File: src/rtl/serial_add_pkg.sv
// Shared definitions for the digit-serial adder: FSM state encoding,
// digit width and the default operand length in digits.
package serial_add_pkg;

  localparam int DIGIT_W     = 4;
  localparam int NIBBLES_DEF = 4;

  typedef enum logic [1:0] {
    ST_IDLE = 2'd0,
    ST_RUN  = 2'd1,
    ST_DONE = 2'd2
  } state_t;

endpackage

File: src/rtl/nibble_adder.sv
// One-digit ripple adder built from explicit full-adder gate equations.
// Purely combinational; the controller time-multiplexes a single instance.
module nibble_adder
  import serial_add_pkg::*;
(
  input  logic [DIGIT_W-1:0] a,
  input  logic [DIGIT_W-1:0] b,
  input  logic               cin,
  output logic [DIGIT_W-1:0] sum,
  output logic               cout
);

  logic [DIGIT_W:0] c;

  assign c[0] = cin;

  for (genvar i = 0; i < DIGIT_W; i++) begin : g_fa
    assign sum[i]   = a[i] ^ b[i] ^ c[i];
    assign c[i+1]   = (a[i] & b[i]) | (c[i] & (a[i] ^ b[i]));
  end

  assign cout = c[DIGIT_W];

endmodule

File: src/rtl/serial_add_ctrl.sv
// Digit-serial W-bit adder: accepts one operand pair, adds one 4-bit digit
// per cycle through a shared nibble_adder, then holds the result until the
// consumer takes it (valid/ready on both sides).
// Optional build macro SERIAL_ADD_SUB_EN adds an in_sub input that turns the
// operation into A - B (B digits inverted, initial carry forced to 1).
module serial_add_ctrl
  import serial_add_pkg::*;
#(
  parameter  int NIBBLES = NIBBLES_DEF,
  localparam int W       = DIGIT_W * NIBBLES
) (
  input  logic         clk,
  input  logic         rst_n,
  input  logic         in_valid,
  output logic         in_ready,
  input  logic [W-1:0] in_a,
  input  logic [W-1:0] in_b,
  input  logic         in_cin,
`ifdef SERIAL_ADD_SUB_EN
  input  logic         in_sub,
`endif
  output logic         out_valid,
  input  logic         out_ready,
  output logic [W-1:0] out_sum,
  output logic         out_cout,
  output logic         busy
);

  localparam int CNT_W = $clog2(NIBBLES);

  state_t             state;
  logic [CNT_W-1:0]   cnt;
  logic               carry_q;
  logic [W-1:0]       a_q;
  logic [W-1:0]       b_q;
  logic [W-1:0]       sum_q;
  logic               cout_q;
  logic               out_valid_q;
  logic               in_ready_q;
  logic               busy_q;

  logic               accept;
  logic               cin_init;
  logic               last_digit;
  logic [CNT_W+1:0]   bit_idx;
  logic [DIGIT_W-1:0] dig_a;
  logic [DIGIT_W-1:0] dig_b;
  logic [DIGIT_W-1:0] dig_sum;
  logic               dig_cout;

`ifdef SERIAL_ADD_SUB_EN
  logic sub_q;
  assign cin_init = in_sub ? 1'b1 : in_cin;
  assign dig_b    = b_q[bit_idx +: DIGIT_W] ^ {DIGIT_W{sub_q}};
`else
  assign cin_init = in_cin;
  assign dig_b    = b_q[bit_idx +: DIGIT_W];
`endif

  assign accept     = (state == ST_IDLE) && in_valid;
  assign last_digit = (cnt == CNT_W'(NIBBLES - 1));
  // Digit width is 4, so the bit offset of digit cnt is cnt with two zero LSBs.
  assign bit_idx    = {cnt, 2'b00};
  assign dig_a      = a_q[bit_idx +: DIGIT_W];

  nibble_adder u_nibble_adder (
    .a    (dig_a),
    .b    (dig_b),
    .cin  (carry_q),
    .sum  (dig_sum),
    .cout (dig_cout)
  );

  // Operand capture on acceptance; later changes on the inputs are ignored.
  always_ff @(posedge clk) begin
    if (accept) begin
      a_q   <= in_a;
      b_q   <= in_b;
`ifdef SERIAL_ADD_SUB_EN
      sub_q <= in_sub;
`endif
    end
  end

  // Control FSM with registered handshake outputs and result registers.
  always_ff @(posedge clk) begin
    if (!rst_n) begin
      state       <= ST_IDLE;
      cnt         <= '0;
      carry_q     <= 1'b0;
      sum_q       <= '0;
      cout_q      <= 1'b0;
      out_valid_q <= 1'b0;
      in_ready_q  <= 1'b1;
      busy_q      <= 1'b0;
    end else begin
      case (state)
        ST_IDLE: begin
          if (in_valid) begin
            state      <= ST_RUN;
            cnt        <= '0;
            carry_q    <= cin_init;
            in_ready_q <= 1'b0;
            busy_q     <= 1'b1;
          end
        end
        ST_RUN: begin
          sum_q[bit_idx +: DIGIT_W] <= dig_sum;
          carry_q                   <= dig_cout;
          if (last_digit) begin
            state       <= ST_DONE;
            cout_q      <= dig_cout;
            out_valid_q <= 1'b1;
          end else begin
            cnt <= cnt + 1'b1;
          end
        end
        ST_DONE: begin
          if (out_ready) begin
            state       <= ST_IDLE;
            out_valid_q <= 1'b0;
            in_ready_q  <= 1'b1;
            busy_q      <= 1'b0;
          end
        end
        default: state <= ST_IDLE;
      endcase
    end
  end

  // in_ready is forced low for as long as reset is held.
  assign in_ready  = in_ready_q & rst_n;
  assign out_valid = out_valid_q;
  assign out_sum   = sum_q;
  assign out_cout  = cout_q;
  assign busy      = busy_q;

endmodule

File: config.mk
export PLATFORM = sky130hd
export DESIGN_NAME = serial_add_ctrl
export DESIGN_NICKNAME = d
export VERILOG_FILES = /design/src/rtl/serial_add_pkg.sv /design/src/rtl/nibble_adder.sv /design/src/rtl/serial_add_ctrl.sv
export SDC_FILE = /design/constraint.sdc
export NUM_CORES = 1
export LEC_CHECK = 0
export ABC_AREA = 0
export CAP_MARGIN = 20
export CORE_MARGIN = 5
export CORE_UTILIZATION = 30
export CTS_CLUSTER_DIAMETER = 50
export DETAILED_ROUTE_END_ITERATION = 12
export SLEW_MARGIN = 20
export SYNTH_ARGS = -nofsm -noshare
export SYNTH_HDL_FRONTEND = slang
export SYNTH_SLANG_ARGS = --single-unit
File: constraint.sdc
create_clock -name clk -period 4.28 [get_ports clk]
set_input_delay 0.856 -clock clk [delete_from_list [all_inputs] [get_ports clk]]
set_output_delay 0.856 -clock clk [all_outputs]
set_load 0.02 [all_outputs]
---- Word-level counts from Yosys, hierarchy flattened ----
Index checks and enable logic that the tools add are counted.
Widths: inputs -> output; s select.
word-level totals
  bits in registers ....................... 57
  bits in latches ......................... 0
  bits in writable memories ............... 0
  memory bits (read-only) ................. 0
  input port bits ......................... 37
  output and inout bits ................... 20
  logic and storage cells ................. 73
  memories kept ........................... 0
cells by class
  add/subtract/negate cells ............... 2
  $mul .................................... 0
  div/mod/pow operators ................... 0
  $lt $le $gt $ge ......................... 0
  equality and inequality tests ........... 7
  shifts and indexed selects .............. 4
  multiplexer cells ....................... 18
  bitwise logic cells ..................... 21
  reduce and logical (&&, ||, !) cells .... 11
operator list
  operator                number
  $shiftx 16x5->4         2
  $bwmux 16               1
  $shift 4x6->16 const A  1
  $shiftx 4x6->16         1
  $reduce_and 3->1        4
  $mux 2                  5
  $and 1x1->1             9
  $ne 2x2->1 const B      4
  $pmux 1 s2              4
  $xor 1x1->1             8
  $mux 1                  6
  $neg 4->6               1
  $pmux 2 s3              1
  $reduce_bool 2->1       3
  $eq 2x2->1 const B      2
  $or 1x1->1              4
  $pmux 2 s2              1
  $reduce_and 2->1        2
  $add 2x1->2 const B     1
  $eq 2x1->1 const B      1
  $logic_not 2->1         1
  $logic_and 1x1->1       1

---- Longest topological paths before layout ----
  word-level depth ........................ 11
  gate-level depth with buffers ........... 8

---- Modules after synthesis ----
A second synthesis with hierarchy kept.
unflattened totals
  cells, all modules ...................... 177
  area, all modules ....................... 2,369.8 µm²
by module, submodules not included
  module           times used  cells an instance  area an instance (µm²)  seq. area each (µm²)
  serial_add_ctrl  1           163                2,252.2                 1,461.4
  nibble_adder     1           14                 117.6                   0.0

---- Worst setup path before layout ----
No wires, ideal clock.
  kind .................................... register to register
  start point ............................. reg cnt[0]
  end point ............................... reg sum_q[7], in the netlist out_sum[7]
  setup time .............................. 92 ps
  arrival ................................. 3,132 ps
  path slack .............................. 1,055 ps
  stages on the path, launching flop included .. 9
  path buffers ............................ 1
  clock period less this slack ............ 3,225 ps
  cells stage by stage .................... dfxtp_1 > buf_8 > mux4_2 > fa_1 > fa_1 > fa_1 > fa_1 > nand2_1 > o32ai_1
between the ends
  longest elaborated chain between the ends .. 11
  elaborated cells between the ends (all ways) .. 23
RTL lines
  item                                       RTL line                                      RTL
  start, declared                            serial_add_ctrl.sv:32                         logic [CNT_W-1:0] cnt;
  start signal, assigned                     serial_add_ctrl.sv:115                        cnt <= cnt + 1'b1;
  $shiftx 16x5->4, on equally long branches  serial_add_ctrl.sv:64, serial_add_ctrl.sv:57
  $xor 1x1->1                                nibble_adder.sv:18, nibble_adder.sv:19
  $and 1x1->1                                nibble_adder.sv:19                            assign c[i+1] = (a[i] & b[i]) | (c[i] & (a[i] ^ b[i]));
  $or 1x1->1                                 nibble_adder.sv:19
  $and 1x1->1                                nibble_adder.sv:19
  $or 1x1->1                                 nibble_adder.sv:19
  $and 1x1->1                                nibble_adder.sv:19
  $or 1x1->1                                 nibble_adder.sv:19
  $xor 1x1->1                                nibble_adder.sv:18                            assign sum[i] = a[i] ^ b[i] ^ c[i];
  $shiftx 4x6->16                            serial_add_ctrl.sv:108                        sum_q[bit_idx +: DIGIT_W] <= dig_sum;
  $bwmux 16 (*)                              serial_add_ctrl.sv:108
  end signal, assigned by index              serial_add_ctrl.sv:108
  end, declared                              serial_add_ctrl.sv:36                         logic [W-1:0] sum_q;
Mark *: on every way between the ends. The rest lies on a longest branch, timed or not.
A chain may end at the register's enable or synchronous reset.

---- Final worst setup path ----
Same ends and word-level chain as after synthesis.

==> out/metrics.yaml <==
sta:
  period_minus_slack_ns: 3.44
  maxSlewHeadroom: 0.619
  rsz0062_at_grt: "false"
  final.setup_skew_ns: 0.00895
  fmax_ghz: 0.291
  hold_violations: 0
  final_max_slew_viol_count: 0
  worst_pin_slew_ns: 0.571
  setup_viol: 0
  min_period_over_period: 0.803
  setup_slack_ns: 0.843
  tns_ns: 0
clock_network:
  clock-root-buffer: "clkbuf_8"
  cts_buffers: 9
  cts.sinks: 57
  hold_buffers: 0
  clkTransAtPathRegs_ns: 0.06
  cts_max_level: 3
  clock_path_buffers: 2
  clkLatencyLatePin_ns: 0.33
  postCtsSetupBuffers: 0
  cts_tree: "built"
  cts-resized-gates: 0
routing:
  first_iter_violations: 24
  vias: 1546
  ant_nets: 0
  drc: 0
  finalWirelength_um: 4900
  drt-pass1-iter-count: 4
  viasPerCell: 4.55
  wl_per_cell_um: 14.4
logic_synthesis:
  yosysMostFrequentCell: "edfxtp_1"
  yosysSeqAreaShare: 0.614
  synth-async-reset-ratio: 0
  yosysTopAreaCell: "edfxtp_1"
  yosysWarnings: 0
  synth_top_area_share: 0.404
  yosys_register_bits: 57
  syn_area_um2: 2380
  yosys_most_used_dff: "edfxtp_1"
  synth_area_leaders: "edfxtp_1 40%, dfxtp_1 21%, mux4_2 7.6%"
  ys_types: 38
  ys_top_cells_by_count: "32 x edfxtp_1, 26 x nand2_1, 25 x dfxtp_1"
  synth-edff-count: 32
  synth.avg_cell_area_um2: 14.1
  syn-num-nets: 216
  synthCells: 169
worst_setup_path:
  critPathArrivalTime_ns: 3.68
  start_kind: "flip-flop"
  slowest_delay_ns: 0.66
  worst-setup-path-type: "reg -> reg"
  critPathMaxFanout: 11
  slowest_stage: "dfxtp_1"
  worstPathRequired_ns: 4.52
  critPathCaptureType: "flip-flop"
  cpMostUsedCell: "fa_1"
  cp_cell_sequence: "mux4_2 > fa_1 > fa_1 > fa_1 > fa_1 > nand2_1 > o32ai_1"
grt:
  overflow: 0
  gr-usage-all-layers: 0.107
  antenna_found_initial: 0
  grt_max_degree: 33
  grt_pass1_wl_um: 8090
  grt_pass1_vias: 1686
pwr:
  power_density_nw_per_um2: 409
  leakage_nw: 1.13
  irDropWorstVdd_mv: 0.219
final_layout:
  area_growth_syn_to_layout_pct: 38.0
  finalNetCount: 280
  antennaDiodeCount: 0
  final-instance-count-excl-fill: 340
  drive_gt1_frac: 0.151
flow_run:
  maxCapViolCount: 0
place:
  pre_cts_ws_ns: 0.834
  hpwl_um: 3660
  place_inst: 324
  port_buffers: 56
  gp_congestion: 0.786
floorplan:
  start_util: 0.308
  pin_count: 57
  coreArea_um2: 7730
  num_rows: 32
  die_h_um: 99.0
  die_w_um: 99.0
  dieArea_um2: 9810
status:
  status: "finished, final reports clean"
hold_path:
  hold_path_class: "reg -> reg"
[sequential cells by signal (all words and copies together), names as in the netlist]
| signal | cells |
|---|---|
| carry_q | 1 |
| out_valid | 1 |
| a_q | 16 |
| in_ready_q | 1 |
| state | 2 |
| busy | 1 |
| b_q | 16 |
| out_cout | 1 |
| cnt | 2 |
| out_sum | 16 |
[worst paths after layout]
kind | from | end | slack, ns | depth (start not counted)
max | cnt[0]$_SDFFE_PN0P_ | out_sum[7]$_SDFFE_PN0P_ | 0.84 | 7
min reg2reg | out_sum[10]$_SDFFE_PN0P_ | out_sum[10]$_SDFFE_PN0P_ | 0.46 | 2
max reg2reg | cnt[0]$_SDFFE_PN0P_ | out_sum[7]$_SDFFE_PN0P_ | 0.84 | 7
min | out_sum[10]$_SDFFE_PN0P_ | out_sum[10]$_SDFFE_PN0P_ | 0.46 | 2
[layout by cell type (no fill, tap or decap), types with 2 or more instances in the layout]
master / n
o22ai_1: 8
nor2b_1: 2
bufinv_16: 2
nor3_1: 2
a21oi_1: 4
nand2_1: 26
o21ai_1: 2
nand2b_1: 4
a21boi_1: 4
mux4_2: 8
clkbuf_8: 10
clkdlybuf4s50_1: 56
o32ai_1: 8
fa_1: 4
dfxtp_1: 25
buf_4: 4
edfxtp_1: 32
inv_1: 4
ha_1: 6
and2_1: 4
[stage by stage]
step	cell area, um^2	hold slack, ns	utilization	power [mW]
after global placement	3060	0.451	0.395	0.797
after CTS	3280	0.463	0.425	1.36
final	3280	0.459	0.425	1.34
after detailed placement	3060	0.454	0.395	0.799
after floorplan	2380	0.482	-	0.726
after global routing	3280	0.485	0.425	1.41
[layer usage]
| layer | GRT usage | up-vias | share of wire |
|---|---|---|---|
| met2 | 0.171 | 51 | 0.48 |
| met5 | 0 | - | 0 |
| met3 | 0.0410 | 9 | 0.067 |
| met1 | 0.125 | 720 | 0.44 |
| li1 | - | 766 | - |
| met4 | 0.0504 | 0 | 0.015 |
[area by class of cell]
type                            count  area [um^2]
Inverter                            5         18.8
Multi-Input combinational cell    100          857
Clock inverter                      6         90.1
Fill cell                         743         4440
Tap cell                          102          128
Sequential cell                    57         1460
Timing Repair Buffer               60          591
Clock buffer                       10          138
[report_power, final]
part,leakage (nW),switching (mW),internal [mW]
combinational,0.505,0.0775,0.0809
sequential,0.510,0.0151,0.611
clock,0.113,0.215,0.345
[critical path, delay by kind of cell, from the launching register on]
kind / cells / cell delay [ns]
AOI/OAI and AO/OA: 1 / 0.27
adders and majority gates: 4 / 1.70
DFF: 1 / 0.66
muxes: 1 / 0.59
and+or+nand+nor: 1 / 0.13
[cell families after synthesis]
group | Yosys count | synth area share
buffers and inverters | 12 | 0.0263
flip-flops | 57 | 0.614
AO/OA/AOI/OAI | 33 | 0.0989
AND/OR/NAND/NOR | 49 | 0.119
adder cells (fa/ha/maj) | 10 | 0.0652
multiplexers | 8 | 0.0757
No activity file was read; power rests on OpenSTA's default activity.
